`src/rtl/mul_div_unit.sv`:
```
// Iterative 32-bit multiply/divide unit with HI/LO result registers.
// Radix-2 shift-add multiply and restoring divide, one bit per cycle,
// 33-cycle latency (32 RUN cycles + FIN), cancel and move-to-HI/LO support.
module mul_div_unit (
  input  logic        clk,
  input  logic        reset_n,
  input  logic        start,
  input  logic [1:0]  op,
  input  logic [31:0] a,
  input  logic [31:0] b,
  input  logic        mthi,
  input  logic        mtlo,
  input  logic [31:0] wdata,
  input  logic        cancel,
  output logic        busy,
  output logic        done,
  output logic [31:0] hi,
  output logic [31:0] lo
);

  typedef enum logic [1:0] {
    IDLE = 2'd0,
    RUN  = 2'd1,
    FIN  = 2'd2
  } state_t;

  state_t      state;
  state_t      state_nxt;
  logic [4:0]  count;
  logic [63:0] acc;       // mult: {partial product, multiplier}; div: {remainder, dividend/quotient}
  logic [31:0] opnd;      // multiplicand (mult) or divisor (div) magnitude
  logic        is_div;
  logic        neg_res;   // product / quotient must be negated
  logic        neg_rem;   // dividend was negative (signed ops only)
  logic        div_zero;

  logic        is_signed;
  logic [31:0] a_mag;
  logic [31:0] b_mag;
  logic        start_ok;
  logic [32:0] sum;
  logic [32:0] rem_sh;
  logic        fits;
  logic [31:0] diff;
  logic [63:0] step;
  logic [63:0] prod_fix;
  logic [31:0] quot_fix;
  logic [31:0] rem_fix;

  // Operand magnitudes, one iteration step and the final sign correction
  always_comb begin
    is_signed = ~op[0];
    a_mag     = (is_signed && a[31]) ? -a : a;
    b_mag     = (is_signed && b[31]) ? -b : b;
    start_ok  = (state == IDLE) && start && !cancel;

    sum    = {1'b0, acc[63:32]} + {1'b0, (acc[0] ? opnd : 32'd0)};
    rem_sh = acc[63:31];
    fits   = rem_sh >= {1'b0, opnd};
    // When the trial subtraction fits, the true difference is below opnd,
    // so the low 32 bits are exact.
    diff   = rem_sh[31:0] - opnd;
    if (is_div)
      step = fits ? {diff, acc[30:0], 1'b1} : {acc[62:0], 1'b0};
    else
      step = {sum, acc[31:1]};

    prod_fix = neg_res ? -acc : acc;
    quot_fix = neg_res ? -acc[31:0] : acc[31:0];
    // With a zero divisor the remainder register ends holding |a|, so
    // restoring the dividend sign reproduces a unmodified.
    rem_fix  = neg_rem ? -acc[63:32] : acc[63:32];
  end

  // State register
  always_ff @(posedge clk) begin
    if (!reset_n)
      state <= IDLE;
    else
      state <= state_nxt;
  end

  // Next-state and busy decode
  always_comb begin
    state_nxt = state;
    busy      = 1'b0;
    case (state)
      IDLE: if (start_ok) state_nxt = RUN;
      RUN: begin
        busy = 1'b1;
        if (cancel)              state_nxt = IDLE;
        else if (count == 5'd31) state_nxt = FIN;
      end
      FIN: begin
        busy      = 1'b1;
        state_nxt = IDLE;
      end
      default: state_nxt = IDLE;
    endcase
  end

  // Datapath: operand capture, iteration, HI/LO writes and done pulse
  always_ff @(posedge clk) begin
    if (!reset_n) begin
      count    <= '0;
      acc      <= '0;
      opnd     <= '0;
      is_div   <= 1'b0;
      neg_res  <= 1'b0;
      neg_rem  <= 1'b0;
      div_zero <= 1'b0;
      hi       <= '0;
      lo       <= '0;
      done     <= 1'b0;
    end else begin
      done <= 1'b0;
      case (state)
        IDLE: begin
          if (start_ok) begin
            count    <= '0;
            is_div   <= op[1];
            opnd     <= op[1] ? b_mag : a_mag;
            acc      <= {32'd0, (op[1] ? a_mag : b_mag)};
            neg_res  <= is_signed && (a[31] ^ b[31]);
            neg_rem  <= is_signed && a[31];
            div_zero <= op[1] && (b == 32'd0);
          end else if (!start) begin
            if (mthi) hi <= wdata;
            if (mtlo) lo <= wdata;
          end
        end
        RUN: begin
          if (!cancel) begin
            acc   <= step;
            count <= count + 5'd1;
          end
        end
        FIN: begin
          if (!cancel) begin
            done <= 1'b1;
            if (is_div) begin
              hi <= rem_fix;
              lo <= div_zero ? '1 : quot_fix;
            end else begin
              hi <= prod_fix[63:32];
              lo <= prod_fix[31:0];
            end
          end
        end
        default: ;
      endcase
    end
  end

endmodule

```
`config.mk`:
```
export PLATFORM = sky130hd
export DESIGN_NAME = mul_div_unit
export DESIGN_NICKNAME = d
export VERILOG_FILES = /design/src/rtl/mul_div_unit.sv
export SDC_FILE = /design/constraint.sdc
export NUM_CORES = 1
export LEC_CHECK = 0
export ABC_AREA = 1
export CORE_MARGIN = 8
export CORE_UTILIZATION = 41
export CTS_BUF_LIST = sky130_fd_sc_hd__clkbuf_8
export CTS_CLUSTER_DIAMETER = 60
export DETAILED_ROUTE_END_ITERATION = 6
export PLACE_DENSITY_LB_ADDON = 0.08
export SYNTH_ARGS = -nofsm -noshare
export SYNTH_HDL_FRONTEND = slang
export SYNTH_SLANG_ARGS = --single-unit
```
`constraint.sdc`:
```
create_clock -name clk -period 6.1 [get_ports clk]
set_input_delay 0.915 -clock clk [delete_from_list [all_inputs] [get_ports clk]]
set_output_delay 0.915 -clock clk [all_outputs]
set_load 0.02 [all_outputs]
```
; Word level (Yosys, flattened, before mapping)
; Index checks and enable logic that the tools add are counted.
[totals]
output_inout_bits = 66
word_cells = 86
input_bits = 104
ff_bits = 172
[op_classes]
eq_ne = 11
reduce_logical = 18
n_lt_le_gt_ge = 1
muxes = 35
addsub = 8
bitwise_logic = 2
[op_table]
columns = cell, count
row1 = $mux W32, 18
row2 = $mux W64, 5
row3 = $neg A32 Y32, 4
row4 = $pmux W32 S2, 2
row5 = $pmux W64 S2, 1
row6 = $neg A64 Y64, 1
row7 = $add A32 B32 Y33, 1
row8 = $ge A33 B32 Y1, 1
row9 = $logic_not A32 Y1, 1
row10 = $sub A32 B32 Y32, 1
row11 = $ne A2 B2 Y1 const B, 7
row12 = $mux W5, 2
row13 = $pmux W5 S2, 1
row14 = $reduce_and A5 Y1, 2
row15 = $logic_and A1 B1 Y1, 6
row16 = $mux W2, 3
row17 = $reduce_and A2 Y1, 3
row18 = $add A5 B1 Y5 const B, 1
row19 = $eq A5 B5 Y1 const B, 1
row20 = $pmux W2 S2, 1
row21 = $reduce_bool A2 Y1, 2
row22 = $ne A3 B3 Y1 const B, 1
row23 = $reduce_and A3 Y1, 1
row24 = $eq A2 B1 Y1 const B, 1
row25 = 7 further kinds, 8

; Depth between registers and ports, before layout
; Gate-level depths: netlist (run 1).
[depth]
depth_word = 6
depth_mapped = 20
mapped_depth_nobuf = 18

; Worst setup path before layout (run 1)
; Ideal clock, no wire load.
[synth_path]
path_kind = flip-flop to flip-flop
from = register acc[0]
to = register acc[59]
t_arrival_ps = 2306
required_ps = 6028
path_stages_with_launch = 19
slack_ps = 3722
n_path_buf = 2
setup_time_ps = 72
synth_period_minus_slack_ps = 2378
path_cell_list = dfxtp_1 -> buf_6 -> clkbuf_1 -> nand2_1 -> inv_1 -> ha_1 -> inv_1 -> fa_1 -> inv_1 -> nand3_1 -> nand3_1 -> nand3_1 -> nand3_1 -> nand2_1 -> a21oi_1 -> nor2_1 -> nor2_1 -> nand2_1 -> a21oi_1
[synth_via]
elab_chain_len = 5
[synth_rtl]
columns = element, line_no
row1 = from (decl), 30  ; logic [63:0] acc;
row2 = from (signal assigned), 123  ; acc <= {32'd0, (op[1] ? a_mag : b_mag)};
row3 = from (signal assigned), 134  ; acc <= step;
row4 = $mux W32, 57  ; sum = {1'b0, acc[63:32]} + {1'b0, (acc[0] ? opnd : 32'd0)};
row5 = $add A32 B32 Y33, 57
row6 = $mux W64, 63  ; if (is_div)
row7 = $mux W64, 133  ; if (!cancel) begin
row8 = $pmux W64 S2, 117  ; case (state)
; No other way between the ends. The select of a mux whose other input is x is not followed.
; A chain may end at the register's enable or synchronous reset.

; Worst setup path after layout (run 1)
[layout_path]
from = register state[0]
to = register lo[12]
[layout_via]
elab_chain_len = 5
elab_cells_between_ends = 11
classes_between = 5 x eq/ne / 1 x mux / 5 x reduce/logical
[layout_rtl]
columns = element, line_no
row1 = from (decl), 27  ; state_t state;
row2 = from (signal assigned), 80  ; state <= state_nxt;
row3 = $logic_not A2 Y1, "55, 117"
row4 = $logic_and A1 B1 Y1 (2 in a row), 55  ; start_ok = (state == IDLE) && start && !cancel;
row5 = $ne A2 B2 Y1 (no source line), -
row6 = $reduce_and A5 Y1 (no source line), -
row7 = to (signal assigned), 129  ; if (mtlo) lo <= wdata;
row8 = to (signal assigned), 143  ; lo <= div_zero ? '1 : quot_fix;
row9 = to (signal assigned), 146  ; lo <= prod_fix[31:0];
row10 = to (decl), 18  ; output logic [31:0] lo
; Parallel ways exist; a longest one is shown, timed or not.

==> flow_results.org, run 1 <==
** Pwr
- Total Power Consumption :: about 6.5 mW
- Sequential fraction of design power :: approximately a quarter
- Internal power :: between 3 and 4 mW
- Combinational logic burns between 60% and 70% of the power.
- The clock network burns around 15% of the power.
- Switching part of the total :: 52.75%
- IR Drop Worst-Case VDD :: roughly 0.19 mV
- Net Sw Power :: 3.418 mW
- In this run the static leakage power is between 10 and 15 nW.
- Pwr/cell area :: roughly 310 nW/um^2

** Synth
- Async set or reset register ratio after synthesis :: 0%
- Number of enable flip-flop cells after synthesis :: 0
- Counting every net in the synthesized netlist gives around 3500.
- Counting instances in the post-synthesis netlist gives the leading cell types as nand2_1 (985), inv_1 (498), nor2_1 (331).
- Dividing the synthesized area by the synthesized cell count gives between 5 and 6 um^2.
- In the synthesized netlist the dominant register cell turns out to be dfxtp_1.
- Post-synthesis register bit count :: around 170
- The top cell type by area accounts for between 20% and 30% of the synthesized area.
- Top cell type by total area after synthesis :: nand2_1
- Most area-consuming cells after synthesis :: nand2_1 (20%), dfxtp_1 (19%), inv_1 (10%)
- Syn Inst Count :: roughly 3400
- Sequential cells were found to cover a little under a fifth of the synthesized design area.
- Count of unique library cells instantiated by Yosys :: 50
- Synthesis Warnings :: 0
- nand2_1 is the most common cell in the netlist.
- The synthesized netlist occupies a cell area of 18340 um^2.

** Timing
- Setup violations remaining at the end of the flow were counted as 0.
- The worst path uses roughly two thirds of the clock period.
- Setup repair after global routing left no endpoint under its margin.
- Final critical delay including setup and external delays :: a little over 4 ns
- In the post-route analysis, the smallest setup slack over all paths is 1.947 ns.
- Final Hold Viols :: 0
- Pins over their slew limit :: 0
- Hold_ws :: ~0.49 ns
- Clock skew on the completed layout was measured at roughly 0.021 ns.
- TNS Setup :: 0 ns
- Transition time at the pin with the least slew margin :: ~1.2 ns
- Max-Slew Margin vs Limit :: between 20% and 30%
- Derived from the worst setup path, the maximum achievable clock frequency is 240.8 MHz.

** Routing
- Post-detailed-route DRC marker count :: 0
- DR vias :: roughly 23000
- 1st-iter DRT viols :: between 2000 and 2500
- Routed length per placed instance :: about 21 um
- Number of iterations in the first detailed-routing pass :: 6
- Vias per cell :: between 5 and 6
- Count of nets left with antenna violations after detail routing :: 0
- Wires add up to roughly 84000 um.

** CTS
- The H-tree generated during clock tree synthesis spans 4 levels.
- Post-cts hold buffer count :: 0
- Clock-pin slew was measured on the worst setup and hold paths at ~0.1 ns.
- Setup repair bufs after CTS :: 0
- Total clock sinks :: 172
- Number of buffers created by CTS :: 17
- TritonCTS clock tree :: yes
- The cell sitting at the root of the clock tree is a clkbuf_8.
- Post-CTS sizing :: 0
- Number of buffers on the longest clock path :: 2
- Worst-Skew Late Latency :: roughly 0.52 ns

** Global route
- Met1 track demand over resource in global routing :: ~43%
- Initial antenna violation count :: 0
- Entering global routing, the biggest net connects around 70 pins.
- Met2 capacity usage during global routing :: about half
- For this run the aggregate overflow at the end of global routing stands at 0.
- Vias in the first global route :: between 20000 and 25000
- Global routing met3 resource utilization :: under 10%
- Busiest layer in global routing :: met2
- The first global-routing pass estimated approximately 120000 um of wire.
- Aggregate global-route resource usage :: between 30% and 40%

** Min path
- Kind of path behind the tightest hold check :: reg -> reg

** Finish
- Post-layout nets :: between 3000 and 4000
- Final-layout fill cell count :: roughly 4900
- Once layout is done, the placed cells without fillers occupy approximately 21000 um^2.
- Multi-input combinational cell area :: between 10000 and 15000 um^2
- Layout cells sized above 1 :: 3.417%
- Number of cells in the finished layout apart from fillers :: 4045
- Registers take between 3000 and 4000 um^2.
- Antenna diode count :: 0
- For this run, the share of the core covered by cells in the final layout is between 40% and 50%.
- The area growth from synthesis to layout is 13.43%.

** Setup path
- In this run the register-to-register setup slack is 1.95 ns.
- Data required, critical path :: about 6.5 ns
- Worst Path Max Fanout :: 67
- The critical path is of the reg -> reg type.
- STA classifies the critical path endpoint as a flop.
- Startpoint type of the worst setup path :: flop
- For the worst setup path, the data arrival time is about 4.5 ns.

** Placement
- Worst Setup Slack post-DPL :: 1.748 ns
- Input and output buffers added on the ports amount to 169.
- At the end of routability-driven placement, the weighted congestion stood at 0.9866.
- Once placement finished, the instance area stood at between 20000 and 25000 um^2.
- After detailed placement, the design holds a cell count of about 4000.
- Detailed placement ended at an HPWL of around 70000 um.

** Status
- The run finished with clean final reports.

** Floorplan
- Std-Cell Rows :: 77
- Once the floorplan was initialized, standard cells occupied between 40% and 50% of the core.
- Top-level port count :: 170
- The floorplan step defined a core boundary enclosing approximately 44000 um^2.
- Area of the die :: 51770 um^2
- Chip width :: 227.5 um
- The die is about 230 um tall.

** Job
- Max-cap violations in this run came to 0.
-- power groups by stage --
stage | Sequential [mW] | Combinational [mW] | Clock, mW
after global placement | 1.63 | 3.79 | 0
final | 1.62 | 3.89 | 0.971
after global routing | 1.65 | 4.22 | 1.01
after detailed placement | 1.64 | 3.82 | 0
after CTS | 1.61 | 3.83 | 0.975
after floorplan | 1.78 | 2.30 | 0
-- placed cells by master (no fill, tap or decap), drive strengths merged --
cell / instances
o21bai: 9
nand3: 315
xor2: 55
inv: 511
or2: 8
clkinv: 12
nand2: 994
buf: 20
o21a: 3
o31ai: 4
and3: 4
ha: 73
o221ai: 5
a22oi: 6
bufinv: 4
nand4: 41
nor3: 35
and2: 5
clkdlybuf4s50: 168
o22ai: 3
a211oi: 2
nor3b: 1
a31oi: 17
dfxtp: 172
fa: 2
xnor2: 10
nand3b: 17
clkbuf: 18
a21o: 4
o21ai: 258
o211ai: 31
nor2: 348
a21oi: 294
a21boi: 1
nor4: 3
-- registers in the layout, indices dropped and copies added, names as in the netlist --
| name | flops |
|---|---|
| acc | 64 |
| count | 5 |
| hi | 32 |
| lo | 32 |
| neg_rem | 1 |
| is_div | 1 |
| done | 1 |
| state | 2 |
| div_zero | 1 |
| neg_res | 1 |
| opnd | 32 |
-- layer usage --
| layer | routed length [um] | part of all wire (%) |
|---|---|---|
| met1 | 36830 | 44 |
| met2 | 36410 | 43 |
| met3 | 6900 | 8.2 |
| met4 | 3734 | 4.5 |
| met5 | 0 | 0 |
-- cells by family after synthesis --
| kind of cell | Yosys count | synth area share (%) |
|---|---|---|
| buffers and inverters | 643 | 13.70 |
| xor gates and xnor gates | 65 | 3.103 |
| DFF | 172 | 18.77 |
| AOI/OAI and AO/OA | 637 | 18.64 |
| and+or+nand+nor | 1771 | 40.58 |
| adders and majority gates | 75 | 5.197 |
-- final timing paths --
check	from	endpoint	cells after the start
max	state[0]	lo[12]	11
min	count[4]	count[4]	2
max reg2reg	state[0]	lo[12]	11
min reg2reg	count[4]	count[4]	2
-- critical path, cell delays in order (launching register included) --
cell     delay [ns]
dfxtp_1        0.33
inv_1          0.09
ha_2           0.17
buf_4          0.57
inv_1          0.10
buf_4          0.33
nand2_1        0.13
o21ai_0        0.10
nor2_2         0.90
inv_1          0.79
a21oi_1        0.37
a21oi_1        0.10
-- cell type report --
| type | count | share of cell area (%) |
|---|---|---|
| clock buffers | 18 | 1.191 |
| well taps | 592 | 3.560 |
| clock inverters | 14 | 1.004 |
| repair buffers | 188 | 8.803 |
| flip-flops and latches | 172 | 16.55 |
| inverters | 513 | 9.254 |
| multi-input cells | 2548 | 59.63 |
(Power assumes the default switching activity.)
==> inputs of run 2 (changes only) <==
==> constraint.sdc (replaced) <==
create_clock -name clk -period 4.1 [get_ports clk]
set_input_delay 0.615 -clock clk [delete_from_list [all_inputs] [get_ports clk]]
set_output_delay 0.615 -clock clk [all_outputs]
set_load 0.02 [all_outputs]
==> run 2 against run 1 <==
Against the previous run:
- combinational power grew 50%
- worst setup slack got worse by 0.88 ns
- clock skew increased by 0.0022 ns
- worst hold slack worse by 0.013 ns
- total power up 49%
- cell count rose by 0.74%
- die area unchanged
- via count grew 0.87%
- final area is 1.2% higher
- non-clock buffer count grew 29
- critical path type unchanged
- critical endpoint is now acc[48]
- largest cell class unchanged
==> flow_results.org, run 2 (same netlist as run 1, synthesis figures left out) <==
** Status
- The flow ran to the end, and the final reports show no timing, DRC or antenna violations.

** Placement
- At the end of routability-driven placement, the weighted congestion stood at between 0.9 and 1.
- Port buffering added roughly 170 buffers.
- Placed wire-length estimate :: a little under 70000 um

** Finish
- Multi-input combinational cell area :: approximately 12000 um^2
- Sequential cell area :: ~3400 um^2
- The post-route netlist has approximately 4.2% of its cells at a drive strength greater than 1.
- At the end of the flow, the number of nets in the layout was about 3600.
- Max reg flops :: 64
- acc holds more flip-flops than any other register.
- Most common cell after layout, fill and taps aside :: nand2_1
- Relative to the synthesized area, the layout overhead comes to 14.81%.
- Final-layout fill cell count :: around 4900
- Leaving out fill and tap cells, the most frequent cells in the layout are nand2_1 (985), inv_1 (498), nor2_1 (328), nand3_1 (312), a21oi_1 (285).
- Cells fill roughly 48% of the core in the end.

** Timing
- Final critical delay including setup and external delays :: around 3.0 ns
- At the pin with the least slew margin, the transition time is approximately 1.0 ns.
- In the finished design, the share of the clock period the worst path needs comes to between 70% and 80%.
- Max-Slew Margin vs Limit :: between 30% and 40%
- Across the routed clock network, the largest skew measured is 0.02313 ns.
- The hold violation count in the final report came to 0.
- Setup violations remaining at the end of the flow were counted as 0.
- Highest clock frequency the design can meet :: roughly 330 MHz
- The final number of max-transition violations came to 0.
- Setup repair after global routing missed its margin :: no
- After routing, the total negative slack on setup checks comes to 0 ns.

** Setup path
- Along the worst path, the maximum fanout reaches 23.
- Cells traversed along the worst timing path :: buf_12, nand2_1, inv_1, ha_1, nand2_1, nor2_1, inv_1, nor2_1, nand2_1, nand2_1, nand2_1, nand3_1, nand3_1, nand3_1, nand2_1, a21oi_1
- The largest individual stage delay along the critical path comes from the cell dfxtp_1.
- STA puts the critical path data arrival time at about 3.5 ns.
- The worst setup path is launched from a flop.
- For the worst setup path, the data required time is between 4 and 5 ns.
- Among the stages of the critical path, the cell type that occurs most often is nand2_1.
- Critical path type :: reg -> reg
- Type of element capturing the critical path :: flop
- For this run, the slowest stage of the critical path takes a little under 0.7 ns.

** Routing
- The routed layout has approximately 23000 vias.
- In the routed design, unresolved DRC markers number 0.
- 1st-iter DRT viols :: 2823
- The first detailed-routing pass ran for 6 iterations.
- The detail route stage leaves a number of antenna-violating nets equal to 0.
- Vias per cell :: ~5.6
- Routed wire length :: approximately 85000 um
- Dividing the detail-routed wire length by the instance count gives 20.78 um.

** Min path
- Kind of path behind the tightest hold check :: reg -> reg

** CTS
- Root Buffer :: clkbuf_8
- Post-CTS sizing :: 0
- Number of buffers on the longest clock path :: 2
- Setup repair bufs after CTS :: 0
- Counting the buffers created by CTS gives 17.
- The clock reaches the later pin of the worst-skew pair after around 0.53 ns.
- After clock tree synthesis, the clock-pin slew on the worst setup and hold paths is approximately 0.10 ns.
- Post-cts hold buffer count :: 0
- CTS saw 172 sinks.
- # H-tree levels :: 4
- TritonCTS built the clock tree.

** Floorplan
- Std-Cell Rows :: 77
- Top-level port count :: between 150 and 200
- In this run the vertical extent of the chip is 227.5 um.
- Chip width :: 227.5 um
- The die covers between 50000 and 60000 um^2.
- Placeable core region :: ~44000 um^2
- The initial utilization of the core area, before any placement, comes to between 40 and 50%.

** Pwr
- Of the total power, combinational logic draws 60.1%.
- Switching part of the total :: between 50% and 60%
- The internal portion of the total power is ~4.6 mW.
- The clock network accounts for between 10% and 20% of the total power.
- Standby leakage power :: 10.46 nW
- Pwr/cell area :: roughly 460 nW/um^2
- Net Sw Power :: approximately 5.0 mW
- IR Drop Worst-Case VDD :: 0.3818 mV
- In this run, flip-flops and latches consume around 25% of the power.

** Global route
- Global-route wire length before repair :: roughly 130000 um
- Vias in the first global route :: 20679
- Summed over all layers, the global routing overflow is 0.
- Entering global routing, the biggest net connects 96 pins.
- Initial antenna violation count :: 1
- Aggregate global-route resource usage :: about a third

** Job
- Count of maximum capacitance violations :: 0
[run 2: power by group through the flow]
stage	clock network (mW)	logic [mW]	registers [mW]
finish	1.46	5.82	2.40
global route	1.54	6.34	2.44
CTS	1.48	5.75	2.39
detailed placement	0	5.73	2.42
global placement	0	5.70	2.42
floorplan	0	3.43	2.64
[run 2: through the flow]
step	worst slack [ns]	instance area, um^2	cells	power [mW]	hold WS [ns]
4_1_cts	1.152	21060	4074	9.622	0.4789
2_1_floorplan	1.722	18340	3363	6.070	0.4456
3_5_place_dp	0.8550	20580	4042	8.157	0.4639
6_report	1.071	21060	4075	9.676	0.4752
3_3_place_gp	0.8905	20580	4042	8.125	0.4577
5_1_grt	0.8263	21060	4075	10.33	0.5066
[run 2: cell type report]
| class | count | share of cell area [%] |
|---|---|---|
| multi-input combinational | 2548 | 58.92 |
| clock inverter | 12 | 0.9565 |
| sequential | 172 | 16.36 |
| clock buffer | 20 | 1.307 |
| antenna | 1 | 0.01188 |
| tap | 592 | 3.517 |
| timing repair buffer | 217 | 9.791 |
| inverter | 513 | 9.143 |
[run 2: worst paths after layout]
| path | startpoint | endpoint | slack [ns] | cells past startpoint |
|---|---|---|---|---|
| min | count[4] | count[4] | 0.48 | 2 |
| max | acc[0] | acc[48] | 1.07 | 16 |
| max reg2reg | acc[0] | acc[48] | 1.07 | 16 |
| min reg2reg | count[4] | count[4] | 0.48 | 2 |
[run 2: worst max-delay path: cells and delay by family (launching register included)]
family	cells	cell delay, ns
compound gates	1	0.13
fa+ha+maj	1	0.23
buf+inv	3	0.42
flops	1	0.68
simple gates	11	1.50
[run 2: metal layers]
| metal | GRT usage (%) | routed length, um | up-vias |
|---|---|---|---|
| met4 | 13.20 | 3606 | 0 |
| met1 | 42.89 | 36480 | 10401 |
| met5 | 0 | 0 | - |
| met3 | 4.470 | 7302 | 144 |
| li1 | - | - | 11004 |
| met2 | 50.04 | 37290 | 1169 |
